File: src/rtl/cla_addsub_pipe.sv
// cla_addsub_pipe: three-stage pipelined two-level carry-lookahead adder/subtractor with valid/ready flow control.
// Optional macro CLA_SATURATE_EN clamps the sum to the signed limit when the result overflows.
module cla_addsub_pipe #(
    parameter int WIDTH = 16,
    parameter int GROUP = 4
) (
    input  logic             clk,
    input  logic             rst_n,
    input  logic             in_valid,
    output logic             in_ready,
    input  logic [WIDTH-1:0] a,
    input  logic [WIDTH-1:0] b,
    input  logic             cin,
    input  logic             sub,
    output logic             out_valid,
    input  logic             out_ready,
    output logic [WIDTH-1:0] sum,
    output logic             cout,
    output logic             ovf,
    output logic             zero
);
    localparam int NG = WIDTH / GROUP;

    generate
        if (WIDTH % GROUP != 0 || WIDTH < GROUP || !(GROUP == 2 || GROUP == 4 || GROUP == 8)) begin : g_bad_params
            $error("cla_addsub_pipe: WIDTH must be a multiple of GROUP and GROUP must be 2, 4 or 8");
        end
    endgenerate

    // Carry into position n as a flat sum of products: every generate term ANDed with all propagates above it.
    function automatic logic la(input logic [WIDTH-1:0] p, input logic [WIDTH-1:0] g, input logic ci, input int n);
        logic r, t;
        t = ci;
        for (int k = 0; k < n; k++) t = t & p[k];
        r = t;
        for (int j = 0; j < n; j++) begin
            t = g[j];
            for (int k = j + 1; k < n; k++) t = t & p[k];
            r = r | t;
        end
        return r;
    endfunction

    logic             w_adv;
    logic [WIDTH-1:0] w_bb;
    logic             w_c0;
    logic             r1_v, r1_c0;
    logic [WIDTH-1:0] r1_p, r1_g;
    logic [NG-1:0]    w_gp, w_gg;
    logic [NG:0]      w_gc;
    logic [WIDTH:0]   w_c;
    logic             r2_v;
    logic [WIDTH:0]   r2_c;
    logic [WIDTH-1:0] r2_p;
    logic [WIDTH-1:0] w_sum, w_res;
    logic             w_ovf;
    logic             r_v, r_cout, r_ovf, r_zero;
    logic [WIDTH-1:0] r_sum;

    assign w_adv    = !r_v || out_ready;
    assign in_ready = w_adv;
    assign w_bb     = sub ? ~b : b;
    assign w_c0     = sub | cin;

    // Stage 1: condition operand B for subtraction and register per-bit propagate/generate.
    always_ff @(posedge clk or negedge rst_n) begin
        if (!rst_n) begin
            r1_v  <= 1'b0;
            r1_c0 <= 1'b0;
            r1_p  <= '0;
            r1_g  <= '0;
        end else if (w_adv) begin
            r1_v  <= in_valid;
            r1_c0 <= w_c0;
            r1_p  <= a ^ w_bb;
            r1_g  <= a & w_bb;
        end
    end

    generate
        for (genvar k = 0; k < NG; k++) begin : g_grp
            assign w_gp[k] = &r1_p[k*GROUP +: GROUP];
            assign w_gg[k] = la(r1_p >> (k * GROUP), r1_g >> (k * GROUP), 1'b0, GROUP);
            for (genvar i = 0; i < GROUP; i++) begin : g_bit
                assign w_c[k*GROUP+i] = la(r1_p >> (k * GROUP), r1_g >> (k * GROUP), w_gc[k], i);
            end
        end
        for (genvar k = 0; k <= NG; k++) begin : g_gcar
            assign w_gc[k] = la({{(WIDTH-NG){1'b0}}, w_gp}, {{(WIDTH-NG){1'b0}}, w_gg}, r1_c0, k);
        end
    endgenerate
    assign w_c[WIDTH] = w_gc[NG];

    // Stage 2: register the full carry vector alongside the propagates.
    always_ff @(posedge clk or negedge rst_n) begin
        if (!rst_n) begin
            r2_v <= 1'b0;
            r2_c <= '0;
            r2_p <= '0;
        end else if (w_adv) begin
            r2_v <= r1_v;
            r2_c <= w_c;
            r2_p <= r1_p;
        end
    end

    assign w_sum = r2_p ^ r2_c[WIDTH-1:0];
    assign w_ovf = r2_c[WIDTH] ^ r2_c[WIDTH-1];

`ifdef CLA_SATURATE_EN
    logic r1_am, r1_bm, r2_am, r2_bm;

    // Carry the operand sign bits alongside the pipeline to pick the clamp direction.
    always_ff @(posedge clk or negedge rst_n) begin
        if (!rst_n) begin
            r1_am <= 1'b0;
            r1_bm <= 1'b0;
            r2_am <= 1'b0;
            r2_bm <= 1'b0;
        end else if (w_adv) begin
            r1_am <= a[WIDTH-1];
            r1_bm <= w_bb[WIDTH-1];
            r2_am <= r1_am;
            r2_bm <= r1_bm;
        end
    end

    assign w_res = w_ovf ? {r2_am & r2_bm, {(WIDTH-1){~(r2_am & r2_bm)}}} : w_sum;
`else
    assign w_res = w_sum;
`endif

    // Stage 3: register the final result and flags; zero reflects the possibly clamped sum.
    always_ff @(posedge clk or negedge rst_n) begin
        if (!rst_n) begin
            r_v    <= 1'b0;
            r_sum  <= '0;
            r_cout <= 1'b0;
            r_ovf  <= 1'b0;
            r_zero <= 1'b0;
        end else if (w_adv) begin
            r_v    <= r2_v;
            r_sum  <= w_res;
            r_cout <= r2_c[WIDTH];
            r_ovf  <= w_ovf;
            r_zero <= (w_res == '0);
        end
    end

    assign out_valid = r_v;
    assign sum       = r_sum;
    assign cout      = r_cout;
    assign ovf       = r_ovf;
    assign zero      = r_zero;
endmodule

File: config.mk
export PLATFORM = sky130hd
export DESIGN_NAME = cla_addsub_pipe
export DESIGN_NICKNAME = d
export VERILOG_FILES = /design/src/rtl/cla_addsub_pipe.sv
export SDC_FILE = /design/constraint.sdc
export NUM_CORES = 1
export LEC_CHECK = 0
export CORE_MARGIN = 2
export CORE_UTILIZATION = 55
export CTS_CLUSTER_DIAMETER = 200
export DETAILED_ROUTE_END_ITERATION = 10
export DONT_BUFFER_PORTS = 1
export PLACE_DENSITY = 0.7
export SLEW_MARGIN = 30
export SYNTH_ARGS = -nofsm -noshare
export SYNTH_HDL_FRONTEND = slang
export SYNTH_SLANG_ARGS = --single-unit
File: constraint.sdc
create_clock -name clk -period 3.6 [get_ports clk]
set_input_delay 0.9 -clock clk [delete_from_list [all_inputs] [get_ports clk]]
set_output_delay 0.9 -clock clk [all_outputs]
set_load 0.01 [all_outputs]
==> flow_summary.yaml, run 1 <==
clock_network:
  cts_hold_buf: 0
  clk_latency_ps: 350
  clockBufferDepth: 2
  htree_levels: 3
  postCtsSetupRepairBufs: 0
  cts_tree: "done"
  cts.sinks: 88
  cts_resized: 0
  cts_root_buf: "clkbuf_8"
  cts_buffers: 9
  path_clk_slew_ps: 80
pwr:
  vdd_drop_max_mv: 0.279
  cellPowerDensity_nw_per_um2: 776
  p_leak_nw: 2.12
floorplan:
  core_area_sq_um: 7210
  dieWidth_um: 90.1
  dieHeight_um: 90.1
  rows: 31
  io_pins: 59
  start_util_pct: 56.5
  die_area_sq_um: 8110
synth:
  synthesis.nets: 494
  synth_seq_area_share_pct: 54.0
  synth_edf_count: 0
  synth_compound_area_share_pct: 9.09
  synth_top_area_share_pct: 54.0
  synth_top_cell_by_area: "dfrtp_1"
  synthCells: 440
  netlist_area_sq_um: 4080
  synth.distinct_cells: 40
  ys_top_cells_by_area: "dfrtp_1 (54%), nand2_1 (16%), ha_1 (4.9%), a21oi_1 (3.8%), xnor2_1 (3.7%)"
  yosysMostFrequentCell: "nand2_1"
  yosysWarningCount: 0
  synth_top_family_by_area: "simple AND/OR/NAND/NOR gates"
  syn_avg_cell_area_sq_um: 9.26
  synth_mux_area_share_pct: 0.768
  synth_xor_area_share_pct: 7.09
  async_flop_share_pct: 100
  synthTopCellsByCount: "nand2_1 (170), dfrtp_1 (88), a21oi_1 (31), nor2_1 (27), xnor2_1 (17)"
  synthSimpleGateAreaFrac_pct: 21.3
  ys_seq_elements: 88
  synth_ff_type: "dfrtp_1"
  synthAdderAreaFrac_pct: 4.91
sta:
  setup_tns_ps: 0
  finalHoldViolCount: 0
  tightest_slew_ps: 676
  slew_violations: 0
  fin_ws_ps: 1440
  rsz0062_at_grt: "no"
  setup_viol: 0
  max_freq_mhz: 463
  period_needed_ps: 2160
  holdWs_ps: 237
  fin_crit_sh_pct: 60.0
  clock_skew_ps: 8.64
  maxSlewHeadroom_pct: 55.0
critical_path:
  crit_start: "out_ready"
  cp_max_fo: 46
  crit_buf_inv: 1
  worstPathArrival_ps: 1260
  crit_path_max_incr_delay_ps: 320
  cp_top_family: "buffers and inverters"
  criticalPathCategory: "input pin to output port"
  cp.required_ps: 2700
  cp-end-kind: "output port"
  slowest_stage: "inv_4"
  rr_startpoint: "out_valid$_DFFE_PN0P_"
  path_cells: "nor2b_4 -> inv_4"
  startpoint_type: "input pin"
placed_design:
  dp_hpwl_um: 4850
  placed_cell_area_sq_um: 4110
  globalplace.congestion: 0.781
  dpl.cell_count: 520
  preCtsSetupSlack_ps: 1170
  numPortBuffers: 0
run:
  drv_cap: 0
global_route:
  grt_pass1_wl_um: 12400
  antenna_found_initial: 0
  track_usage_pct: 18.9
  grt_max_degree: 89
  grt_pass1_vias: 2629
  overflow: 0
final_layout:
  drive_above_1_share_pct: 6.64
  nNetsFinal: 486
  final_area_sq_um: 4340
  finalNonFillerCells: 536
  syn_to_final_growth_pct: 6.45
  antenna_cells: 0
route:
  drt_wl_total_um: 7170
  postRouteAntennaNets: 0
  routedWlPerCell_um: 13.4
  firstDrtPassIters: 4
  vias: 2757
  drc: 0
  viasPerCell: 5.14
  initialDrtViolationCount: 230
worst_hold_path:
  hp-class: "input pin to async pin"
run_status:
  status: "finished, final reports clean"
==> per-layer routing <==
metal / routed length [um] / track usage (%) / share of wire (%) / vias up
li1: - / - / - / 1415
met1: 3830 / 29.8 / 53 / 1274
met2: 2930 / 25.5 / 41 / 59
met3: 315 / 3.69 / 4.4 / 9
met4: 94 / 7.31 / 1.3 / 0
met5: 0 / 0 / 0 / -
==> flip-flops by register name (all words and copies together), names as in the netlist <==
register and count:
cout 1, out_valid 1, ovf 1, r1_c0 1, r1_g 16, r1_p 16, r1_v 1, r2_c 17
r2_p 16, r2_v 1, sum 16, zero 1
==> placed cells by master, fill, tap and decap left out, types with 2 or more instances in the layout <==
cell,n
nand4_1,4
ha_1,16
a21oi_2,2
a21oi_1,31
o21ai_0,8
a21o_1,3
xor2_1,16
nor3_1,2
xnor2_1,17
bufinv_16,2
o211ai_1,2
nor2_1,27
dfrtp_1,88
o21ai_1,5
buf_4,2
clkbuf_8,10
mux2i_1,2
or3_1,2
nand2_1,170
clkinvlp_4,3
nand3_1,5
==> logic make-up after synthesis <==
kind of cell             Yosys count
XOR/XNOR                          33
buffers and inverters             23
AO/OA/AOI/OAI                     61
multiplexers                       3
AND/OR/NAND/NOR                  216
flip-flops                        88
adder cells (fa/ha/maj)           16
==> metrics by stage <==
stage          util, %  total power (W)
2_1_floorplan        -          0.00243
3_3_place_gp      57.0          0.00261
3_5_place_dp      57.0          0.00264
4_1_cts           60.1          0.00340
5_1_grt           60.1          0.00362
6_report          60.1          0.00337
==> power breakdown <==
part	switching, W	total [W]	internal (W)
registers	0.000351	0.00171	0.00136
logic	0.000518	0.000904	0.000386
clock network	0.000339	0.000751	0.000412
==> final timing paths <==
path | end | slack, ps | depth (start not counted)
setup / recovery | in_ready | 1440 | 2
hold / removal | out_valid$_DFFE_PN0P_ | 240 | 0
setup reg to reg | r2_c[11]$_DFFE_PN0P_ | 1530 | 7
hold reg to reg | r1_g[11]$_DFFE_PN0P_ | 470 | 2
max in group asynchronous | r1_g[6]$_DFFE_PN0P_ | 3160 | 0
min in group clk | r1_g[11]$_DFFE_PN0P_ | 470 | 2
==> area by class of cell <==
type / count / area [sq um]
fillers: 666 / 2880
well taps: 99 / 124
clock buffers: 10 / 138
repair buffers: 2 / 15.0
clock inverters: 6 / 91.3
flip-flops and latches: 88 / 2200
multi-input cells: 329 / 1760
inverters: 2 / 10.0
No activity file was read; power rests on OpenSTA's default activity.
==> inputs of run 2 (changes only) <==
- clock period: 3.6 -> 2 ns (I/O delays scaled with it)
==> run 2 against run 1 <==
Compared with the run above:
- the run now ends with hold timing left
- cell area increased by 0.63%
- first-iteration DRC count increased by 3.9%
- die area is the same
- worst hold slack worse by 400 ps
- wire length up 2.7%
- count of clock-buffer cells in the layout increased by 2
- sequential share of layout area decreased by 0.32 points
- combinational power up 85%
- critical path depth is 1 higher
- largest cell class unchanged
- largest power group unchanged
==> flow_summary.yaml, run 2 (same netlist as run 1, synthesis figures left out) <==
clock_network:
  cts_resized: 0
  cts_buffers: 9
  cts.sinks: 88
  cts_root_buf: "clkbuf_8"
  cts_tree: "done"
  clockBufferDepth: 2
  clk_latency_ps: 340
  htree_levels: 3
  postCtsSetupRepairBufs: 0
  path_clk_slew_ps: 90
floorplan:
  dieWidth_um: 90.1
  core_area_sq_um: 7210
  dieHeight_um: 90.1
  rows: 31
  io_pins: 59
  start_util_pct: 56.5
  die_area_sq_um: 8110
critical_path:
  reg2regPathDepth: 5
  cp.required_ps: 1500
  cp-end-kind: "output port"
  path_cells: "nor2b_4 -> inv_4 -> buf_12"
  startpoint_type: "flip-flop"
  worstPathArrival_ps: 1340
  criticalPathCategory: "flip-flop to output port"
  slowest_stage: "dfrtp_1"
  crit_path_max_incr_delay_ps: 400
  cp_max_fo: 50
route:
  viasPerCell: 5.18
  route.met3.wl_um: 302
  drc: 0
  highest_layer: "met4"
  postRouteAntennaNets: 0
  firstDrtPassIters: 4
  drt_wl_total_um: 7360
  routedWlPerCell_um: 13.7
  vias: 2788
  met2_length_um: 3120
  wirelength_met1_um: 3870
  initialDrtViolationCount: 239
placed_design:
  globalplace.congestion: 0.801
  placed_cell_area_sq_um: 4150
  dp_hpwl_um: 5020
  preCtsSetupSlack_ps: 442
  numPortBuffers: 0
  dpl.cell_count: 522
global_route:
  overflow: 0
  track_usage_pct: 19.6
  grt_pass1_vias: 2715
  antenna_found_initial: 0
  grt_max_degree: 89
  grt_pass1_wl_um: 13000
sta:
  setup_tns_ps: 0
  tightest_slew_ps: 367
  clock_skew_ps: 8.88
  maxSlewHeadroom_pct: 75.4
  finalHoldViolCount: 88
  fin_ws_ps: 155
  setup_viol: 0
  slew_violations: 0
  period_needed_ps: 1840
  holdWs_ps: -159
  fin_crit_sh_pct: 92.2
  rsz0062_at_grt: "no"
  max_freq_mhz: 542
final_layout:
  nFillCells: 652
  syn_to_final_growth_pct: 7.12
  finalNonFillerCells: 538
  antenna_cells: 0
  regMostFlops: "r2_c"
  mostFrequentLayoutCells: "nand2_1 (170), dfrtp_1 (88), a21oi_1 (31), nor2_1 (27), xnor2_1 (17)"
  nNetsFinal: 488
  final_area_sq_um: 4370
  largest_reg_flops: 17
  drive_above_1_share_pct: 7.06
  layout_commonest_cell: "nand2_1"
pwr:
  vdd_drop_max_mv: 0.457
  cellPowerDensity_nw_per_um2: 1380
  p_leak_nw: 2.14
worst_hold_path:
  hp-class: "input pin to async pin"
run_status:
  violations: "hold timing"
  status: "finished, violations left"
run:
  drv_cap: 0
==> run 2: cell type report <==
class                      count  area [sq um]  area share, %
tap                           99           124           2.84
inverter                       2          10.0          0.229
sequential                    88          2200           50.4
clock inverter                 4          51.3           1.18
clock buffer                  12           165           3.78
timing repair buffer           4          55.1           1.26
multi-input combinational    329          1760           40.3
==> run 2: routing by layer <==
metal | vias to the layer above | global-route usage [%]
li1 | 1416 | -
met1 | 1298 | 29.6
met2 | 69 | 28.2
met3 | 5 | 4.36
met4 | 0 | 6.15
met5 | - | 0
==> run 2: report_power, final <==
group / internal (W) / switching [W] / leakage, nW / total, W
clock network: 0.000680 / 0.000599 / 0.109 / 0.00128
registers: 0.00245 / 0.000635 / 1.07 / 0.00308
logic: 0.000732 / 0.000941 / 0.961 / 0.00167
total: 0.00386 / 0.00218 / 2.14 / 0.00604
==> run 2: worst max-delay path: cells and delay by family (launching register included) <==
family | cells | cell delay (ps)
AND/OR/NAND/NOR | 1 | 270
flip-flops | 1 | 400
buffers and inverters | 2 | 330
==> run 2: worst paths after layout <==
| check | startpoint | endpoint | slack, ps |
|---|---|---|---|
| worst max-delay path | out_valid$_DFFE_PN0P_ | in_ready | 160 |
| worst min-delay path | rst_n | r1_g[12]$_DFFE_PN0P_ | -160 |
| worst max register to register | out_valid$_DFFE_PN0P_ | r2_c[13]$_DFFE_PN0P_ | 490 |
| worst min register to register | r2_v$_DFFE_PN0P_ | r2_v$_DFFE_PN0P_ | 460 |
| max in group asynchronous | rst_n | sum[12]$_DFFE_PN0P_ | 2060 |
| min in group clk | in_valid | r1_v$_DFFE_PN0P_ | 280 |
==> run 2: stage by stage <==
step	hold WS (ps)	util [%]	power, W
after CTS	-174	60.5	0.00609
after floorplan	204	-	0.00437
after detailed placement	206	57.5	0.00480
after global routing	-189	60.5	0.00651
after global placement	207	57.5	0.00472
final	-159	60.5	0.00604
